[src/rtl/alu_seq.sv]
// alu_seq -- registered ALU for the SAP CPU datapath.
//
// Add/sub with carry, logic, shift, compare and a multi-cycle shift-add
// multiply. Result and {C,Z,N,V} flags are held in registers for the
// controller's jump logic. One op is issued per start pulse. start is
// ignored while a multiply is in progress.
//
// Ports
//   clk_i      rising-edge clock
//   rst_i      asynchronous active-high reset
//   start_i    issue op (sampled only when busy_o=0)
//   op_i       operation code
//   a_i, b_i   operands (accumulator, B register)
//   out_en_i   drive bus_out_o with the result (else 0)
//   result_o   registered result
//   bus_out_o  out_en_i ? result_o : 0 (combinational)
//   flags_o    registered {C,Z,N,V}
//   busy_o     multiply in progress
//   done_o     one-cycle pulse: result/flags valid
module alu_seq #(
  parameter int WIDTH = 8
) (
  input  logic             clk_i,
  input  logic             rst_i,
  input  logic             start_i,
  input  logic [3:0]       op_i,
  input  logic [WIDTH-1:0] a_i,
  input  logic [WIDTH-1:0] b_i,
  input  logic             out_en_i,
  output logic [WIDTH-1:0] result_o,
  output logic [WIDTH-1:0] bus_out_o,
  output logic [3:0]       flags_o,
  output logic             busy_o,
  output logic             done_o
);

  localparam int CW = (WIDTH > 1) ? $clog2(WIDTH) : 1;
  localparam logic [CW-1:0] LAST_ITER = CW'(WIDTH - 1);

  localparam logic [3:0] OP_ADD = 4'h0, OP_SUB = 4'h1, OP_ADC = 4'h2, OP_SBB = 4'h3;
  localparam logic [3:0] OP_AND = 4'h4, OP_OR  = 4'h5, OP_XOR = 4'h6, OP_NOT = 4'h7;
  localparam logic [3:0] OP_SHL = 4'h8, OP_SHR = 4'h9, OP_CMP = 4'hA, OP_MUL = 4'hB;
  localparam logic [3:0] OP_INC = 4'hC, OP_DEC = 4'hD;

  typedef enum logic {S_IDLE, S_MUL} state_t;

  state_t             state_q, state_d;
  logic [WIDTH-1:0]   result_q, result_d;
  logic [3:0]         flags_q, flags_d;
  logic               done_q, done_d;
  logic [2*WIDTH-1:0] mcand_q, mcand_d;
  logic [WIDTH-1:0]   mplier_q, mplier_d;
  logic [2*WIDTH-1:0] prod_q, prod_d;
  logic [CW-1:0]      cnt_q, cnt_d;

  // Shared adder: every arithmetic op is a + y + ci with a per-op y/ci.
  logic [WIDTH-1:0] add_y;
  logic             add_ci;
  logic [WIDTH:0]   add_sum;
  logic             add_v;
  logic [2*WIDTH-1:0] prod_next;

  function automatic logic [3:0] mk_flags(input logic [WIDTH-1:0] r,
                                          input logic c, input logic v);
    return {c, (r == '0), r[WIDTH-1], v};
  endfunction

  always_comb begin
    add_y  = b_i;
    add_ci = 1'b0;
    case (op_i)
      OP_SUB, OP_CMP: begin add_y = ~b_i;          add_ci = 1'b1;       end
      OP_ADC:         begin add_y = b_i;           add_ci = flags_q[3]; end
      OP_SBB:         begin add_y = ~b_i;          add_ci = flags_q[3]; end
      OP_INC:         begin add_y = WIDTH'(1);     add_ci = 1'b0;       end
      OP_DEC:         begin add_y = ~WIDTH'(1);    add_ci = 1'b1;       end
      default:        ;
    endcase
  end

  assign add_sum = {1'b0, a_i} + {1'b0, add_y} + {{WIDTH{1'b0}}, add_ci};
  // Signed overflow: both addends share a sign that the sum does not.
  assign add_v   = (a_i[WIDTH-1] == add_y[WIDTH-1]) && (add_sum[WIDTH-1] != a_i[WIDTH-1]);

  // One shift-add step: add the shifted multiplicand when the current
  // multiplier LSB is set.
  assign prod_next = mplier_q[0] ? (prod_q + mcand_q) : prod_q;

  always_comb begin
    state_d  = state_q;
    result_d = result_q;
    flags_d  = flags_q;
    done_d   = 1'b0;
    mcand_d  = mcand_q;
    mplier_d = mplier_q;
    prod_d   = prod_q;
    cnt_d    = cnt_q;
    case (state_q)
      S_IDLE: begin
        if (start_i) begin
          done_d = (op_i != OP_MUL);
          case (op_i)
            OP_ADD, OP_SUB, OP_ADC, OP_SBB, OP_INC, OP_DEC: begin
              result_d = add_sum[WIDTH-1:0];
              flags_d  = mk_flags(add_sum[WIDTH-1:0], add_sum[WIDTH], add_v);
            end
            OP_CMP: flags_d = mk_flags(add_sum[WIDTH-1:0], add_sum[WIDTH], add_v);
            OP_AND: begin result_d = a_i & b_i; flags_d = mk_flags(a_i & b_i, 1'b0, 1'b0); end
            OP_OR:  begin result_d = a_i | b_i; flags_d = mk_flags(a_i | b_i, 1'b0, 1'b0); end
            OP_XOR: begin result_d = a_i ^ b_i; flags_d = mk_flags(a_i ^ b_i, 1'b0, 1'b0); end
            OP_NOT: begin result_d = ~a_i;      flags_d = mk_flags(~a_i, 1'b0, 1'b0);      end
            OP_SHL: begin
              result_d = {a_i[WIDTH-2:0], 1'b0};
              flags_d  = mk_flags({a_i[WIDTH-2:0], 1'b0}, a_i[WIDTH-1], 1'b0);
            end
            OP_SHR: begin
              result_d = {1'b0, a_i[WIDTH-1:1]};
              flags_d  = mk_flags({1'b0, a_i[WIDTH-1:1]}, a_i[0], 1'b0);
            end
            OP_MUL: begin
              state_d  = S_MUL;
              mcand_d  = {{WIDTH{1'b0}}, a_i};
              mplier_d = b_i;
              prod_d   = '0;
              cnt_d    = '0;
            end
            default: ;  // E/F: no state change, done still pulses
          endcase
        end
      end
      S_MUL: begin
        prod_d   = prod_next;
        mcand_d  = mcand_q << 1;
        mplier_d = mplier_q >> 1;
        cnt_d    = cnt_q + CW'(1);
        if (cnt_q == LAST_ITER) begin
          state_d  = S_IDLE;
          done_d   = 1'b1;
          result_d = prod_next[WIDTH-1:0];
          flags_d  = mk_flags(prod_next[WIDTH-1:0], |prod_next[2*WIDTH-1:WIDTH], 1'b0);
        end
      end
      default: state_d = S_IDLE;
    endcase
  end

  always_ff @(posedge clk_i or posedge rst_i) begin
    if (rst_i) begin
      state_q  <= S_IDLE;
      result_q <= '0;
      flags_q  <= '0;
      done_q   <= 1'b0;
      mcand_q  <= '0;
      mplier_q <= '0;
      prod_q   <= '0;
      cnt_q    <= '0;
    end else begin
      state_q  <= state_d;
      result_q <= result_d;
      flags_q  <= flags_d;
      done_q   <= done_d;
      mcand_q  <= mcand_d;
      mplier_q <= mplier_d;
      prod_q   <= prod_d;
      cnt_q    <= cnt_d;
    end
  end

  assign result_o  = result_q;
  assign flags_o   = flags_q;
  assign done_o    = done_q;
  assign busy_o    = (state_q == S_MUL);
  assign bus_out_o = out_en_i ? result_q : '0;

endmodule

[config.mk]
export PLATFORM = sky130hd
export DESIGN_NAME = alu_seq
export DESIGN_NICKNAME = d
export VERILOG_FILES = /design/src/rtl/alu_seq.sv
export SDC_FILE = /design/constraint.sdc
export NUM_CORES = 1
export LEC_CHECK = 0
export CAP_MARGIN = 40
export CORE_UTILIZATION = 30
export DETAILED_ROUTE_END_ITERATION = 12
export DONT_BUFFER_PORTS = 1
export GPL_TIMING_DRIVEN = 1
export PLACE_DENSITY_LB_ADDON = 0.1
export RECOVER_POWER = 50
export SLEW_MARGIN = 10
export SYNTH_ARGS = -nofsm -noshare
export SYNTH_HDL_FRONTEND = slang
export SYNTH_SLANG_ARGS = --single-unit
[constraint.sdc]
create_clock -name clk_i -period 7.6 [get_ports clk_i]
set_input_delay 0.76 -clock clk_i [delete_from_list [all_inputs] [get_ports clk_i]]
set_output_delay 0.76 -clock clk_i [all_outputs]
set_load 0.05 [all_outputs]
==> impl_results.md <==
* Status: finished, violations left
* Failing checks: max-capacitance violations, max-slew violations
* Clock Latency Late Sink at 340 ps
* Cells after Synth at 607
* First-pass iteration count of the detailed router at 5
* Slew Limit Fails at 58
* Setup violations, final at 0
* Netlist cell types at 70
* Final Critical Period at 3785 ps
* Vias in the first global route at 4432
* Gpl congestion at 0.9432
* Port Buf Inserts at 0
* Iteration-0 DRC Markers at 433
* Peak Freq at 264.2 MHz
* YS warnings at 0
* Crit start category: primary input
* Post-synth ARST share at 100.0%
* Final setup skew at 12.06 ps
* Clock Tree Buf Depth at 2
* WL/cell at 19.66 microns
* Clock Pin Slew Worst Setup and Hold Paths at 50 ps
* Non-filler cells, final at 811
* RSZ-0062 raised after global routing: no
* Antenna diode count at 0
* CTS tree: done
* Final HPWL DP at 11800 microns
* Hold WS at 484.5 ps
* Seq/Total Area, Yosys at 28.66%
* Starting Density at 30.99%
* Synth Cell Area at 4976 sq um
* Tightest Hold Check Type: flip-flop to flip-flop
* Remaining DRCs at 0
* Area growth, synth to finish at 10.18%
* Yosys reg bits at 57
* Max-Cap Viols at 1
* Share of cells above drive strength 1 at 9.916%
* Setup bufs post-CTS at 0
* Slew margin rel. at -112.9%
* Initial antenna violation count at 0
* Crit-path max FO at 35
* Critical Path RT at 7870 ps
* Number of flops mapped to enable cells by yosys at 0
* H-tree depth at 3
* Worst EP arrival at 4050 ps
* Inst Count DP at 795
* Setup crit end kind: flip-flop
* Core box area at 16060 sq um
* Grt total ovfl at 0
* Synth Flop Type: dfrtp_1
* IO Pins at 46
* Final WL at 15950 microns
* Pin count of the biggest net entering global routing at 58
* Cts repair resizes at 0
* Maximum VDD drop at 0.1464 mV
* Antenna-violating nets left at 0
* Cts bufs inserted at 9
* First-pass GRT wire length at 25120 microns
* Die Y at 130.8 microns
* DIE WIDTH at 130.8 microns
* Final nets at 658
* Leakage at 2.384 nW
* Crit path kind: primary input to flip-flop
* Pwr dens at 348.3 nW/um^2
* Avg Synthesized Cell Area at 8.198 sq um
* Clk root buf: clkbuf_16
* CTS sink count at 57
* Final period utilization at 49.80%
* FP Rows at 46
* Via count at 4620
* Final Hold Fails at 0
* Hold Buf Count CTS at 0
* R2R Setup Slk at 4140 ps
* Setup tns final at 0 ps
* Worst-Margin Slew at 3193 ps
* Vias per cell at 5.697
* Die area at 17110 sq um
* Syn_nets at 675
* Layout fillers at 1682
* Tot GR Track Use at 19.76%
power breakdown:
part,internal (W),leakage [nW],switching [W]
Clock,0.000295,0.159,0.000147
Sequential,0.000420,0.748,0.000248
Combinational,0.000309,1.48,0.000490
cells by family after synthesis:
kind of cell             after synthesis  synth area share (%)
buffers and inverters                 57                 4.626
flip-flops                            57                 28.66
AND/OR/NAND/NOR                      192                 18.10
multiplexers                          33                 7.116
XOR/XNOR                              16                 2.816
AO/OA/AOI/OAI                        208                 27.16
adder cells (fa/ha/maj)               44                 11.52
worst paths after layout:
| path | cells after the start | end | startpoint |
|---|---|---|---|
| min reg2reg | 2 | mplier_q[2] | mplier_q[3] |
| max reg2reg | 14 | flags_o[2] | flags_o[3] |
| min | 2 | mplier_q[2] | mplier_q[3] |
| min in group asynchronous | 2 | prod_q[12] | rst_i |
| max in group asynchronous | 2 | cnt_q[0] | rst_i |
| max | 17 | flags_o[2] | op_i[0] |
cell type report:
class                      instances  area, sq um  share of cell area (%)
clock buffer                      11        242.7                   4.427
multi-input combinational        493         3324                   60.63
tap                              216        270.3                   4.929
sequential                        57         1426                   26.02
timing repair buffer               6        53.80                  0.9813
clock inverter                     5        78.83                   1.438
inverter                          23        86.33                   1.575
registers in the layout, summed over array words and instances (netlist names):
signal	flops
prod_q	16
mplier_q	8
mcand_q	16
flags_o	4
result_o	8
cnt_q	3
done_o	1
busy_o	1
layout by cell type, fill, tap and decap left out, types with 4 or more instances in the layout:
cell	instances
a211oi_1	6
a21o_1	9
a21oi_1	46
a221oi_1	7
a22o_1	4
a22oi_1	11
a31oi_1	8
a32oi_1	5
and2_1	12
buf_4	4
clkbuf_16	9
dfrtp_1	57
ha_1	41
inv_1	23
mux2_2	15
mux2i_1	17
nand2_1	83
nand3_1	8
nand4_1	5
nor2_1	44
nor3_1	5
nor4_1	6
o21ai_0	66
o221ai_1	8
o22ai_1	5
or3_1	4
xnor2_1	10
xor2_1	6
synth_stat cells, types with 3 or more instances:
cell type / count / area, sq um
o21ai_0: 66 / 330.3
o221ai_1: 8 / 70.07
a31oi_1: 8 / 50.05
and2_1: 12 / 75.07
and3_1: 3 / 18.77
a221oi_1: 7 / 61.31
nor3_1: 5 / 25.02
nand3_1: 9 / 45.04
buf_2: 5 / 25.02
mux2_2: 15 / 168.9
nor4_1: 6 / 37.54
a22o_1: 4 / 35.03
nand2_1: 83 / 311.6
nor2b_1: 3 / 18.77
o31ai_1: 3 / 22.52
o21a_1: 3 / 22.52
xnor2_1: 10 / 87.58
o22ai_1: 5 / 31.28
xor2_1: 6 / 52.55
a21oi_1: 46 / 230.2
or3_1: 4 / 25.02
clkbuf_1: 26 / 97.59
a32oi_1: 5 / 43.79
nor2_1: 44 / 165.2
a22oi_1: 11 / 82.58
ha_1: 41 / 513.0
fa_1: 3 / 60.06
a211oi_1: 6 / 45.04
mux2i_1: 17 / 170.2
inv_1: 23 / 86.33
a21o_1: 9 / 67.56
dfrtp_1: 57 / 1426
nand2b_1: 3 / 18.77
nand4_1: 5 / 31.28
stage by stage:
step	utilization, %	cell area (sq um)	setup slack (ps)	total power (W)
after floorplan	-	4976	3405	0.001273
after global placement	32.05	5146	3632	0.001464
after global routing	34.14	5483	3491	0.002056
final	34.14	5483	3815	0.001909
after CTS	34.17	5488	3877	0.001927
after detailed placement	32.17	5166	3557	0.001471
critical path, cell delays in order:
cell and delay (ps):
inv_1 180, nor2_1 140, nand2_1 190, o21ai_0 110, a221oi_1 240, o21ai_0 180
fa_1 460, inv_1 90, fa_1 210, a21o_1 130, a21oi_1 100, o21ai_0 280
xnor2_1 150, nand2_1 80, o41a_1 440, o21ai_0 150, o21a_1 140
layer usage:
layer / global-route usage (%) / routed length (microns) / part of all wire, % / vias to the layer above
met5: 0 / 0 / 0 / -
met4: 8.519 / 489 / 3.1 / 0
met3: 4.235 / 892 / 5.6 / 30
met2: 29.35 / 6863 / 43 / 163
met1: 27.46 / 7701 / 48 / 2229
li1: - / - / - / 2198
Note: power is estimated with default switching activity, not from simulation.
